`src/rtl/lcd_ctrl_pkg.sv`:
```
// Shared definitions for the KS0108 panel controller: FSM encodings and
// the panel command bytes.
package lcd_ctrl_pkg;

    typedef enum logic [2:0] {
        PANEL_RST,
        PANEL_WAIT,
        CMD_ON,
        CMD_START,
        FETCH,
        SET_PAGE,
        SET_COL,
        WR_DATA
    } ctrl_state_e;

    typedef enum logic [1:0] {
        BUS_IDLE,
        BUS_SETUP,
        BUS_HIGH,
        BUS_LOW
    } bus_phase_e;

    localparam logic [7:0] CMD_DISP_ON = 8'h3F;
    localparam logic [7:0] CMD_START0  = 8'hC0;
    localparam logic [7:0] CMD_PAGE    = 8'hB8;
    localparam logic [7:0] CMD_COL     = 8'h40;

    localparam logic [1:0] CS_BOTH = 2'b11;
    localparam logic [1:0] CS_NONE = 2'b00;

endpackage

```
`src/rtl/lcd_ctrl_bus_wr.sv`:
```
// Single-transaction E-strobe sequencer: SETUP, E high, E low with the bus
// held, then a one-cycle done pulse back in idle.
module lcd_bus_wr
    import lcd_ctrl_pkg::*;
#(
    parameter int E_HIGH_CYC = 50,
    parameter int E_LOW_CYC  = 50
) (
    input  logic       clk,
    input  logic       rst,
    input  logic       start,
    input  logic       di,
    input  logic [7:0] wr_byte,
    output logic       busy,
    output logic       done,
    output logic       lcd_en,
    output logic       lcd_di,
    output logic [7:0] lcd_data,
    output logic [1:0] lcd_cs
);

    localparam int E_MAX = (E_HIGH_CYC > E_LOW_CYC) ? E_HIGH_CYC : E_LOW_CYC;
    localparam int CNT_W = $clog2(E_MAX + 1);
    localparam logic [CNT_W-1:0] HIGH_LAST = CNT_W'(E_HIGH_CYC - 1);
    localparam logic [CNT_W-1:0] LOW_LAST  = CNT_W'(E_LOW_CYC - 1);

    bus_phase_e       phase_q, phase_d;
    logic [CNT_W-1:0] cnt_q, cnt_d;
    logic [7:0]       data_q, data_d;
    logic             di_q, di_d;
    logic             en_q, en_d;
    logic [1:0]       cs_q, cs_d;
    logic             done_q, done_d;

    always_ff @(posedge clk) begin
        if (rst) begin
            phase_q <= BUS_IDLE;
            cnt_q   <= '0;
            data_q  <= 8'h00;
            di_q    <= 1'b0;
            en_q    <= 1'b0;
            cs_q    <= CS_NONE;
            done_q  <= 1'b0;
        end else begin
            phase_q <= phase_d;
            cnt_q   <= cnt_d;
            data_q  <= data_d;
            di_q    <= di_d;
            en_q    <= en_d;
            cs_q    <= cs_d;
            done_q  <= done_d;
        end
    end

    always_comb begin
        phase_d = phase_q;
        cnt_d   = cnt_q;
        data_d  = data_q;
        di_d    = di_q;
        done_d  = 1'b0;
        case (phase_q)
            BUS_IDLE: begin
                if (start) begin
                    phase_d = BUS_SETUP;
                    data_d  = wr_byte;
                    di_d    = di;
                end
            end
            BUS_SETUP: begin
                phase_d = BUS_HIGH;
                cnt_d   = '0;
            end
            BUS_HIGH: begin
                if (cnt_q == HIGH_LAST) begin
                    phase_d = BUS_LOW;
                    cnt_d   = '0;
                end else begin
                    cnt_d = cnt_q + 1'b1;
                end
            end
            BUS_LOW: begin
                if (cnt_q == LOW_LAST) begin
                    phase_d = BUS_IDLE;
                    done_d  = 1'b1;
                end else begin
                    cnt_d = cnt_q + 1'b1;
                end
            end
            default: phase_d = BUS_IDLE;
        endcase
        // Pins are registered from the next phase so E and CS never glitch.
        en_d = (phase_d == BUS_HIGH);
        cs_d = (phase_d != BUS_IDLE) ? CS_BOTH : CS_NONE;
    end

    assign busy     = (phase_q != BUS_IDLE);
    assign done     = done_q;
    assign lcd_en   = en_q;
    assign lcd_di   = di_q;
    assign lcd_data = data_q;
    assign lcd_cs   = cs_q;

endmodule

```
`src/rtl/lcd_ctrl.sv`:
```
// KS0108 128x64 panel controller: panel init, then pulls column bytes from
// upstream and writes them mirrored to both halves, with page/column commands.
module lcd_ctrl
    import lcd_ctrl_pkg::*;
#(
    parameter int E_HIGH_CYC = 50,
    parameter int E_LOW_CYC  = 50,
    parameter int RST_CYC    = 1000
) (
    input  logic       clk,
    input  logic       rst,
    input  logic [7:0] din,
    input  logic       din_valid,
    output logic       data_req,
    output logic       lcd_rst,
    output logic [1:0] lcd_cs,
    output logic       lcd_rw,
    output logic       lcd_di,
    output logic       lcd_en,
    output logic [7:0] lcd_data,
    output logic       frame_done
);

    localparam int RST_W = $clog2(RST_CYC + 1);
    localparam logic [RST_W-1:0] RST_LAST = RST_W'(RST_CYC - 1);

    ctrl_state_e      state_q, state_d;
    logic [RST_W-1:0] wait_q, wait_d;
    logic [8:0]       cnt_q, cnt_d;
    logic [7:0]       byte_q, byte_d;

    logic       wr_req;
    logic       wr_start;
    logic       wr_di;
    logic [7:0] wr_byte;
    logic       bus_busy;
    logic       bus_done;

    always_ff @(posedge clk) begin
        if (rst) begin
            state_q <= PANEL_RST;
            wait_q  <= '0;
            cnt_q   <= 9'd0;
            byte_q  <= 8'h00;
        end else begin
            state_q <= state_d;
            wait_q  <= wait_d;
            cnt_q   <= cnt_d;
            byte_q  <= byte_d;
        end
    end

    always_comb begin
        state_d = state_q;
        wait_d  = wait_q;
        cnt_d   = cnt_q;
        byte_d  = byte_q;
        case (state_q)
            PANEL_RST: begin
                if (wait_q == RST_LAST) begin
                    state_d = PANEL_WAIT;
                    wait_d  = '0;
                end else begin
                    wait_d = wait_q + 1'b1;
                end
            end
            PANEL_WAIT: begin
                if (wait_q == RST_LAST) begin
                    state_d = CMD_ON;
                    wait_d  = '0;
                end else begin
                    wait_d = wait_q + 1'b1;
                end
            end
            CMD_ON:    if (bus_done) state_d = CMD_START;
            CMD_START: if (bus_done) state_d = FETCH;
            FETCH: begin
                if (din_valid) begin
                    byte_d  = din;
                    state_d = (cnt_q[5:0] == 6'd0) ? SET_PAGE : WR_DATA;
                end
            end
            SET_PAGE: if (bus_done) state_d = SET_COL;
            SET_COL:  if (bus_done) state_d = WR_DATA;
            WR_DATA: begin
                // The 9-bit counter wraps from 511 to 0 on its own.
                if (bus_done) begin
                    cnt_d   = cnt_q + 1'b1;
                    state_d = FETCH;
                end
            end
            default: state_d = PANEL_RST;
        endcase
    end

    always_comb begin
        wr_req     = 1'b0;
        wr_di      = 1'b0;
        wr_byte    = 8'h00;
        data_req   = 1'b0;
        frame_done = 1'b0;
        case (state_q)
            CMD_ON: begin
                wr_req  = 1'b1;
                wr_byte = CMD_DISP_ON;
            end
            CMD_START: begin
                wr_req  = 1'b1;
                wr_byte = CMD_START0;
            end
            FETCH: data_req = ~din_valid;
            SET_PAGE: begin
                wr_req  = 1'b1;
                wr_byte = CMD_PAGE | {5'b00000, cnt_q[8:6]};
            end
            SET_COL: begin
                wr_req  = 1'b1;
                wr_byte = CMD_COL;
            end
            WR_DATA: begin
                wr_req     = 1'b1;
                wr_di      = 1'b1;
                wr_byte    = byte_q;
                frame_done = bus_done & (cnt_q == 9'd511);
            end
            default: ;
        endcase
        // Holding off during the done cycle keeps each state to exactly one write.
        wr_start = wr_req & ~bus_busy & ~bus_done;
    end

    assign lcd_rst = (state_q != PANEL_RST);
    assign lcd_rw  = 1'b0;

    lcd_bus_wr #(
        .E_HIGH_CYC(E_HIGH_CYC),
        .E_LOW_CYC (E_LOW_CYC)
    ) u_bus_wr (
        .clk     (clk),
        .rst     (rst),
        .start   (wr_start),
        .di      (wr_di),
        .wr_byte (wr_byte),
        .busy    (bus_busy),
        .done    (bus_done),
        .lcd_en  (lcd_en),
        .lcd_di  (lcd_di),
        .lcd_data(lcd_data),
        .lcd_cs  (lcd_cs)
    );

endmodule

```
`config.mk`:
```
export PLATFORM = sky130hd
export DESIGN_NAME = lcd_ctrl
export DESIGN_NICKNAME = d
export VERILOG_FILES = /design/src/rtl/lcd_ctrl_pkg.sv /design/src/rtl/lcd_ctrl_bus_wr.sv /design/src/rtl/lcd_ctrl.sv
export SDC_FILE = /design/constraint.sdc
export NUM_CORES = 1
export LEC_CHECK = 0
export BUFFER_PORTS_ARGS = -buffer_cell sky130_fd_sc_hd__buf_2
export CAP_MARGIN = 15
export CORE_ASPECT_RATIO = 0.75
export CORE_MARGIN = 5
export CORE_UTILIZATION = 43
export DETAILED_ROUTE_END_ITERATION = 8
export SLEW_MARGIN = 20
export SYNTH_ARGS = -nofsm -noshare
export SYNTH_HDL_FRONTEND = slang
export SYNTH_HIERARCHICAL = 1
export SYNTH_SLANG_ARGS = --single-unit
```
`constraint.sdc`:
```
create_clock -name clk -period 2.2 [get_ports clk]
set_clock_uncertainty 0.05 [all_clocks]
set_input_delay 0.44 -clock clk [delete_from_list [all_inputs] [get_ports clk]]
set_output_delay 0.44 -clock clk [all_outputs]
set_load 0.1 [all_outputs]
```
==> results.toml <==
[critical_path]
setup.worst_path.end_class = "output pin"
rr_worst_depth = 8
cp-start-kind = "flip-flop"
worstPathMaxFanout = 4
crit_required_ns = 1.71
critPathArrivalTime_ns = 1.57
critPathKind = "reg -> out"
r2r-start = "u_bus_wr/phase_q[0]"
r2r_end = "u_bus_wr/lcd_data[0]"
r2r_slack_ns = 0.42

[logic_synthesis]
syn_inst = 293
syn_nets = 314
synthArstFlopShare_pct = 0
synth-main-ff-cell = "dfxtp_1"
synth_top_area_share_pct = 40.49
synthTopCellsByArea = "dfxtp_1, ha_1, mux2i_1"
netlist_area_sq_um = 2472
synth-edff-count = 0
synth.avg_cell_area_sq_um = 8.438
synth_cell_types = 53
ys_warn_count = 6
yosys.area.top_type = "dfxtp_1"
yosysSeqAreaShare_pct = 40.49
ys_ff_latch = 50

[sta]
finalCritPeriodShare_pct = 93.79
setup_violations = 0
fin_setup_tns_ns = 0
hold_violations = 0
drv_slew = 0
relSlewSlack_pct = 64.99
final.min_clock_period_ns = 2.063
tightestPinTransition_ns = 0.5240
rsz0062_at_grt = "no"
fmax_mhz = 484.6

[cells_and_area]
stdcell_count = 392
finalNetCount = 337
drive_above_1_share_pct = 17.35
antenna_cells = 0
areaGrowthSynthToFinish_pct = 14.78
fin_area_sq_um = 2838

[clock_tree]
htreeDepth = 2
cts_buffers = 5
clk_latency_ns = 0.29
clk_pin_slew_ns = 0.08
cts_buffer_depth = 2
cts_tree = "built"
clkSinkCount = 50
cts-root-buf = "clkbuf_8"
cts_hold_buf = 0

[global_routing]
antenna_found_initial = 0
grt_remaining_overflow = 0
grtUsageTotal_pct = 14.45
grt_max_degree = 27
grt_pass1_vias = 1931
grt_pass1_wl_um = 8728

[run]
maxCapViolCount = 0

[min_path]
holdPathStages = 3
whs_endpoint = "byte_q[0]"
hold_class = "in -> reg"
worstHoldStart = "din[0]"

[power_and_ir_drop]
p_per_area_nw_per_um2 = 699.5
irDropWorstVdd_uv = 372.4
p_leak_nw = 1.109

[routing]
via_count = 2025
drtAntennaViolNets = 0
drt_first_pass_iters = 4
drc = 0
drt_iter0_markers = 84
via_per_inst = 5.166
routed_wl_um = 4942
routedWlPerCell_um = 12.61

[die]
core_sq_um = 5468
dieArea_sq_um = 7382
dieHeight_um = 75.67
num_io_pins = 27
row_count = 23
initial_core_util_pct = 45.22
die_w_um = 97.56

[placement]
placed_cells = 384
numPortBuffers = 25
dpl_cell_area_sq_um = 2721
gp_congestion = 0.7733
dp_hpwl_um = 3617

[status]
outcome = "finished clean"
==> report_power, final <==
part	internal, W	switching [W]
clock network	0.000341	0.000288
logic	0.000115	0.000286
registers	0.000934	0.0000214
==> state kept, by name, summed over array words and instances, names as in the netlist <==
signal             flops
u_bus_wr/lcd_en        1
state_q                3
u_bus_wr/lcd_data      8
byte_q                 8
u_bus_wr/done          1
wait_q                10
u_bus_wr/cnt_q         6
cnt_q                  9
u_bus_wr/lcd_di        1
u_bus_wr/lcd_cs        1
u_bus_wr/phase_q       2
==> worst max-delay path by stage <==
stage,start,endpoint,slack (ns),cells past startpoint
after floorplan,state_q[1],data_req,0.004,3
after global placement,state_q[2],data_req,0.43,2
after detailed placement,state_q[1],frame_done,0.38,3
after CTS,state_q[2],data_req,0.04,2
after global routing,cnt_q[0],frame_done,0.005,6
final,cnt_q[0],frame_done,0.14,6
==> layout by cell type, fill, tap and decap left out, drive strengths merged, types with 5 or more instances in the layout <==
master / netlist / layout
mux2i: 12 / 12
nand4: 8 / 8
inv: 9 / 9
nand3: 17 / 17
ha: 10 / 10
nand2: 29 / 29
or3: 5 / 5
nor2: 33 / 33
clkbuf: 11 / 8
buf: 6 / 32
nor2b: 6 / 6
nor3: 5 / 5
xor2: 9 / 9
a21oi: 21 / 21
dfxtp: 50 / 50
o21ai: 15 / 15
==> what timing repair did <==
item / 4_1_cts / 5_1_grt
setup endpoints to repair: 0 / 2
gates resized for setup: 0 / 6
buffers inserted: 0 / 0
==> layer usage <==
layer	up-vias	track usage, %	routed length (um)
met1	931	19.97	2544
li1	1065	-	-
met5	-	0	0
met3	2	4.117	196
met2	27	22.93	2178
met4	0	3.072	23
==> critical path, stage by stage (launching register included) <==
cell and delay (ns):
dfxtp_2 0.36, ha_2 0.21, nand3_1 0.08, nor2_1 0.11, ha_1 0.15, and2_1 0.19
buf_12 0.19
==> metrics by stage <==
stage,setup slack [ns],power (W),utilization [%],hold slack (ns)
after floorplan,0.003720,0.001308,-,0.4030
after global placement,0.4308,0.001372,49.77,0.3926
after detailed placement,0.3771,0.001378,49.77,0.3967
after CTS,0.04371,0.002015,51.72,0.3256
after global routing,0.005037,0.002086,51.90,0.3483
final,0.1365,0.001985,51.90,0.3373
==> final cells by class <==
class,count,area [sq um]
clock inverters,1,30.03
flip-flops and latches,50,1006
fillers,546,2630
clock buffers,7,76.32
repair buffers,33,217.7
well taps,75,93.84
inverters,9,33.78
multi-input cells,217,1380
==> Yosys cell counts (8+ instances only) <==
cell,instances
ha_1,10
nand4_1,8
o21ai_0,11
mux2i_1,12
xor2_1,9
nand2_1,29
dfxtp_1,50
a21oi_1,21
nand3_1,17
clkbuf_1,11
nor2_1,32
inv_1,9
==> cells by family (layout without fill, tap and decap cells) <==
kind of cell	count (synthesis)	count (layout)	synth area share, %
XOR/XNOR	13	13	4.605
multiplexers	13	13	5.314
other	1	1	0.1517
buffers and inverters	26	50	4.655
adder cells (fa/ha/maj)	10	10	5.061
AND/OR/NAND/NOR	127	127	26.67
AO/OA/AOI/OAI	53	53	13.06
flip-flops	50	50	40.49
Note: power is estimated with default switching activity, not from simulation.
